===== src/rtl/vga_sync_gen.sv =====
// 640x480@60 VGA timing: pixel-rate divider, h/v scan counters and a
// one-pixel-deep registered output stage for the sync pins and blank-gated colour.
module vga_sync_gen #(
  parameter int CLK_DIV   = 4,
  parameter int H_DISPLAY = 640,
  parameter int H_FP      = 16,
  parameter int H_SYNC    = 96,
  parameter int H_BP      = 48,
  parameter int V_DISPLAY = 480,
  parameter int V_FP      = 10,
  parameter int V_SYNC    = 2,
  parameter int V_BP      = 33
) (
  input  logic        clk,
  input  logic        rst_n,
  input  logic [11:0] rgb_in,
  output logic [9:0]  pixel_x,
  output logic [9:0]  pixel_y,
  output logic        video_on,
  output logic        p_tick,
  output logic        frame_start,
  output logic        hsync,
  output logic        vsync,
  output logic [11:0] vga_rgb
);

  localparam int H_TOTAL = H_DISPLAY + H_FP + H_SYNC + H_BP;
  localparam int V_TOTAL = V_DISPLAY + V_FP + V_SYNC + V_BP;
  localparam int DIV_W   = (CLK_DIV > 1) ? $clog2(CLK_DIV) : 1;

  localparam logic [DIV_W-1:0] DIV_LAST = DIV_W'(CLK_DIV - 1);
  localparam logic [9:0] H_LAST   = 10'(H_TOTAL - 1);
  localparam logic [9:0] V_LAST   = 10'(V_TOTAL - 1);
  localparam logic [9:0] H_VIS    = 10'(H_DISPLAY);
  localparam logic [9:0] V_VIS    = 10'(V_DISPLAY);
  localparam logic [9:0] HS_FIRST = 10'(H_DISPLAY + H_FP);
  localparam logic [9:0] HS_LAST  = 10'(H_DISPLAY + H_FP + H_SYNC - 1);
  localparam logic [9:0] VS_FIRST = 10'(V_DISPLAY + V_FP);
  localparam logic [9:0] VS_LAST  = 10'(V_DISPLAY + V_FP + V_SYNC - 1);

  logic [DIV_W-1:0] div_cnt_r;
  logic [9:0]       h_cnt_r;
  logic [9:0]       v_cnt_r;
  logic             hsync_r;
  logic             vsync_r;
  logic [11:0]      vga_rgb_r;
  logic             frame_start_r;

  logic p_tick_s;
  logic h_end_s;
  logic v_end_s;
  logic video_on_s;
  logic hs_n_s;
  logic vs_n_s;

  // Decode tick, line/frame ends, visible area and next-state sync levels.
  always_comb begin
    // With CLK_DIV=1 the divider sits at 0 == DIV_LAST, so the tick is held high.
    p_tick_s   = (div_cnt_r == DIV_LAST);
    h_end_s    = (h_cnt_r == H_LAST);
    v_end_s    = (v_cnt_r == V_LAST);
    video_on_s = (h_cnt_r < H_VIS) && (v_cnt_r < V_VIS);
    hs_n_s     = !((h_cnt_r >= HS_FIRST) && (h_cnt_r <= HS_LAST));
    vs_n_s     = !((v_cnt_r >= VS_FIRST) && (v_cnt_r <= VS_LAST));
  end

  // System-clock to pixel-rate divider.
  always_ff @(posedge clk or negedge rst_n) begin
    if (!rst_n) begin
      div_cnt_r <= {DIV_W{1'b0}};
    end else if (div_cnt_r == DIV_LAST) begin
      div_cnt_r <= {DIV_W{1'b0}};
    end else begin
      div_cnt_r <= div_cnt_r + DIV_W'(1);
    end
  end

  // Horizontal and vertical scan counters; both wrap on the same tick at frame end.
  always_ff @(posedge clk or negedge rst_n) begin
    if (!rst_n) begin
      h_cnt_r <= 10'd0;
      v_cnt_r <= 10'd0;
    end else if (p_tick_s) begin
      if (h_end_s) begin
        h_cnt_r <= 10'd0;
        if (v_end_s) begin
          v_cnt_r <= 10'd0;
        end else begin
          v_cnt_r <= v_cnt_r + 10'd1;
        end
      end else begin
        h_cnt_r <= h_cnt_r + 10'd1;
      end
    end
  end

  // Pin stage: sample syncs and gated colour once per pixel, one pixel behind the counters.
  always_ff @(posedge clk or negedge rst_n) begin
    if (!rst_n) begin
      hsync_r   <= 1'b1;
      vsync_r   <= 1'b1;
      vga_rgb_r <= 12'h000;
    end else if (p_tick_s) begin
      hsync_r   <= hs_n_s;
      vsync_r   <= vs_n_s;
      vga_rgb_r <= video_on_s ? rgb_in : 12'h000;
    end
  end

  // Frame-start pulse for the clock following the (last,last) -> (0,0) wrap.
  always_ff @(posedge clk or negedge rst_n) begin
    if (!rst_n) begin
      frame_start_r <= 1'b0;
    end else begin
      frame_start_r <= p_tick_s && h_end_s && v_end_s;
    end
  end

  assign pixel_x     = h_cnt_r;
  assign pixel_y     = v_cnt_r;
  assign video_on    = video_on_s;
  assign p_tick      = p_tick_s;
  assign frame_start = frame_start_r;
  assign hsync       = hsync_r;
  assign vsync       = vsync_r;
  assign vga_rgb     = vga_rgb_r;

endmodule


===== config.mk =====
export PLATFORM = sky130hd
export DESIGN_NAME = vga_sync_gen
export DESIGN_NICKNAME = d
export VERILOG_FILES = /design/src/rtl/vga_sync_gen.sv
export SDC_FILE = /design/constraint.sdc
export NUM_CORES = 1
export LEC_CHECK = 0
export BUFFER_PORTS_ARGS = -buffer_cell sky130_fd_sc_hd__clkbuf_2
export CORE_AREA = 2 2 61 63
export DETAILED_ROUTE_END_ITERATION = 6
export DIE_AREA = 0 0 63 65
export GPL_ROUTABILITY_DRIVEN = 0
export GPL_TIMING_DRIVEN = 0
export HOLD_SLACK_MARGIN = 0.03
export PLACE_DENSITY = 0.77
export SLEW_MARGIN = 20
export SYNTH_ARGS = -nofsm -noshare
export SYNTH_HDL_FRONTEND = slang
export SYNTH_SLANG_ARGS = --single-unit

===== constraint.sdc =====
create_clock -name clk -period 3 [get_ports clk]
set_clock_uncertainty 0.15 [all_clocks]
set_input_delay 0.3 -clock clk [delete_from_list [all_inputs] [get_ports clk]]
set_output_delay 0.3 -clock clk [all_outputs]
set_load 0.02 [all_outputs]

==> key figures <==
Floorplan
  • Initial core utilization: 0.514
  • I/O pin count: 51
  • Die area: 4100 µm²
  • Die X: 63 µm
  • Num rows: 22
  • Core Area: 3500 µm²
  • Die height: 65 µm

Logic synthesis
  • Distinct cells, synth: 38
  • Cell taking the most area after synthesis: dfrtp_1
  • Most numerous cell in the Yosys netlist: dfrtp_1
  • Synth top area share: 0.487
  • Ranking of synthesized cells by area: dfrtp_1 49%, xnor2_1 5.4%, o22ai_1 4.5%, nand2_1 4.0%, inv_1 3.8%
  • Main synth FF type: dfrtp_1
  • Syn_area_per_cell: 10.2 µm²
  • Syn nets: 195
  • Cell area after synthesis: between 1500 and 2000 µm²
  • Seq/Total Area, Yosys: 0.517
  • Post-synth EDFFs: 0
  • Most frequent cells after synthesis: 35 x dfrtp_1, 19 x nand2_1, 18 x inv_1, 13 x o22ai_1, 12 x nand3_1
  • Post-synthesis register bit count: 37
  • Synth Warn #: 0
  • Ys async rst share: 1.00
  • Mapped Cells: roughly 180

Worst hold path
  • Worst hold stages: 3
  • HP Start: rgb_in[8]
  • Hold crit path type: in2reg
  • Hold Path End: vga_rgb[8]$_DFFE_PN0P_

Timing
  • Least-Margin Pin Slew: 0.907 ns
  • Period minus WS final: 2.67 ns
  • Slew Limit Fails: 0
  • Setup TNS Final: 0 ns
  • Endpoints failing setup: 0
  • Fin. Hold Viols: 0
  • Setup WS post-layout: approximately 0.33 ns
  • Worst rel slew slack: 0.396
  • Final Cycle Share: 0.890
  • RSZ-0062 raised after global routing: no
  • Max Clk Rate: 375 MHz

Placement
  • Buffers on Ports: 50
  • Placed insts: 274
  • Pre-CTS WS: 0.704 ns
  • Dpl cell area: 2110 µm²
  • HPWL after DPL: roughly 2600 µm

Final layout
  • Area growth from synthesis to layout: 26.3%
  • Ant diodes: 0
  • Fraction of layout cells with a size suffix above 1: 0.298
  • Final cell count without fillers: 290
  • Design Area, Final: 2270 µm²
  • Nets: 261

Clocking
  • CTS tree: done
  • CTS H-Tree Depth: 2
  • Total CTS buffers: 5
  • Reg clk slew, reported paths: 0.11 ns
  • Clk Latency, worst-skew pair: 0.34 ns
  • Root buf cell: clkbuf_4
  • CTS sink count: 37
  • Clock buffer depth: 2

Global route
  • Largest net degree at the start of global routing: 38
  • First-pass GRT wire length: between 6000 and 7000 µm
  • Overflow after GRT: 0
  • Initial antenna violation count: 0
  • Vias in the first global route: between 1,000 and 1,500
  • Total Routing Usage GR: 0.214

Critical path
  • Worst setup EP type: output pin
  • Register-to-register setup slack: between 0.7 and 0.8 ns
  • Cells along the critical path: and3_1 > and2_1 > or3b_2 > clkbuf_1 > inv_1 > clkbuf_2
  • CP peak stage delay: roughly 0.5 ns
  • R2R Path End: pixel_y[0]$_DFFE_PN0P_
  • CP max FO: 10
  • Cell at the slowest stage of the critical path: or3b_2
  • Register-to-Register Path Depth: 6
  • WS Path Type: reg2out
  • Endpoint arrival time on the critical path: 2.22 ns
  • CP Launch Type: register
  • Origin of the critical flop-to-flop path: div_cnt_r[0]$_DFF_PN0_
  • CP required: 2.55 ns

Route
  • DRT Pass-1 Iters: 4
  • Routed wire per std cell: around 13 µm
  • Via Count: 1,491
  • Vias/cell: roughly 5.1
  • Routed WL: 3900 µm
  • Iter 0 DRT Violations: 140
  • Post-route ant nets: 0
  • Residual DRC count: 0

Power
  • Power Density: about 390 nW/µm²
  • Worst VDD drop: 0.234 mV
  • Leak: 1.10 nW
  • Total Power: approximately 0.89 mW

Status
  • Status: completed

Flow run
  • Max Cap Violations: 0
[worst max-delay path: cells and delay by family, from the launching register on]
family / cells / cell delay (ns)
DFF: 1 / 0.46
and+or+nand+nor: 3 / 0.91
buffers and inverters: 3 / 0.51
[metrics by stage]
stage | hold slack, ns | utilization
2_1_floorplan | -0.146 | -
3_3_place_gp | 0.267 | 0.603
3_5_place_dp | 0.270 | 0.603
4_1_cts | 0.0311 | 0.646
5_1_grt | 0.0369 | 0.649
6_report | 0.0408 | 0.649
[state kept, by name, summed over array words and instances (netlist names)]
signal,count
frame_start,1
hsync,1
pixel_y,10
div_cnt_r,2
vga_rgb,12
pixel_x,10
vsync,1
[layer usage]
layer  part of all wire  track usage  vias up
met2               0.52        0.362       29
met4              0.014       0.0833        0
li1                   -            -      735
met1               0.44        0.275      721
met3              0.029       0.0382        6
met5                  0            0        -
[worst max-delay path by stage]
stage / from / to / slack (ns) / depth (start not counted)
floorplan: pixel_y[5]$_DFFE_PN0P_ / video_on / 0.82 / 5
global placement: pixel_y[5]$_DFFE_PN0P_ / video_on / 0.71 / 6
detailed placement: pixel_y[5]$_DFFE_PN0P_ / video_on / 0.70 / 6
CTS: pixel_y[5]$_DFFE_PN0P_ / video_on / 0.32 / 6
global route: pixel_y[5]$_DFFE_PN0P_ / video_on / 0.17 / 6
finish: pixel_y[5]$_DFFE_PN0P_ / video_on / 0.33 / 6
[cells by family after synthesis]
group / count (synthesis) / share of synthesized area
compound gates: 23 / 0.0766
xor+xnor: 13 / 0.0634
fa+ha+maj: 5 / 0.0348
buf+inv: 25 / 0.0641
flops: 37 / 0.517
mux: 1 / 0.00557
simple gates: 72 / 0.239
[what timing repair did]
item	CTS	global route
resized for setup	0	0
setup buffers	0	0
hold buffers	8	1
endpoints found under the hold margin	42	1
[layout make-up]
| type | instances | area (µm²) |
|---|---|---|
| Buffer | 7 | 47.5 |
| Clock buffer | 5 | 37.5 |
| Clock inverter | 2 | 35.0 |
| Fill cell | 309 | 1230 |
| Inverter | 18 | 67.6 |
| Multi-Input combinational cell | 114 | 753 |
| Sequential cell | 37 | 928 |
| Tap cell | 48 | 60.1 |
| Timing Repair Buffer | 59 | 340 |
[cell usage in the layout (no fill, tap or decap), types with 3 or more instances in the layout]
| cell | Yosys | routed |
|---|---|---|
| and4_1 | 3 | 3 |
| clkbuf_1 | 4 | 4 |
| clkbuf_2 | 0 | 50 |
| clkbuf_4 | 0 | 5 |
| dfrtp_1 | 35 | 35 |
| dlygate4sd3_1 | 0 | 9 |
| ha_1 | 5 | 5 |
| inv_1 | 18 | 18 |
| nand2_1 | 19 | 19 |
| nand3_1 | 12 | 12 |
| nand4_1 | 4 | 4 |
| nor2_1 | 11 | 11 |
| nor4_1 | 3 | 3 |
| o21ai_0 | 6 | 6 |
| o22ai_1 | 13 | 13 |
| xnor2_1 | 11 | 11 |
[power breakdown]
| part | switching [mW] | internal, mW | leakage [nW] | total (mW) |
|---|---|---|---|---|
| clock | 0.157 | 0.170 | 0.0410 | 0.326 |
| sequential | 0.00441 | 0.507 | 0.468 | 0.511 |
| combinational | 0.0314 | 0.0233 | 0.587 | 0.0546 |
| total | 0.192 | 0.700 | 1.10 | 0.892 |
(Power assumes the default switching activity.)
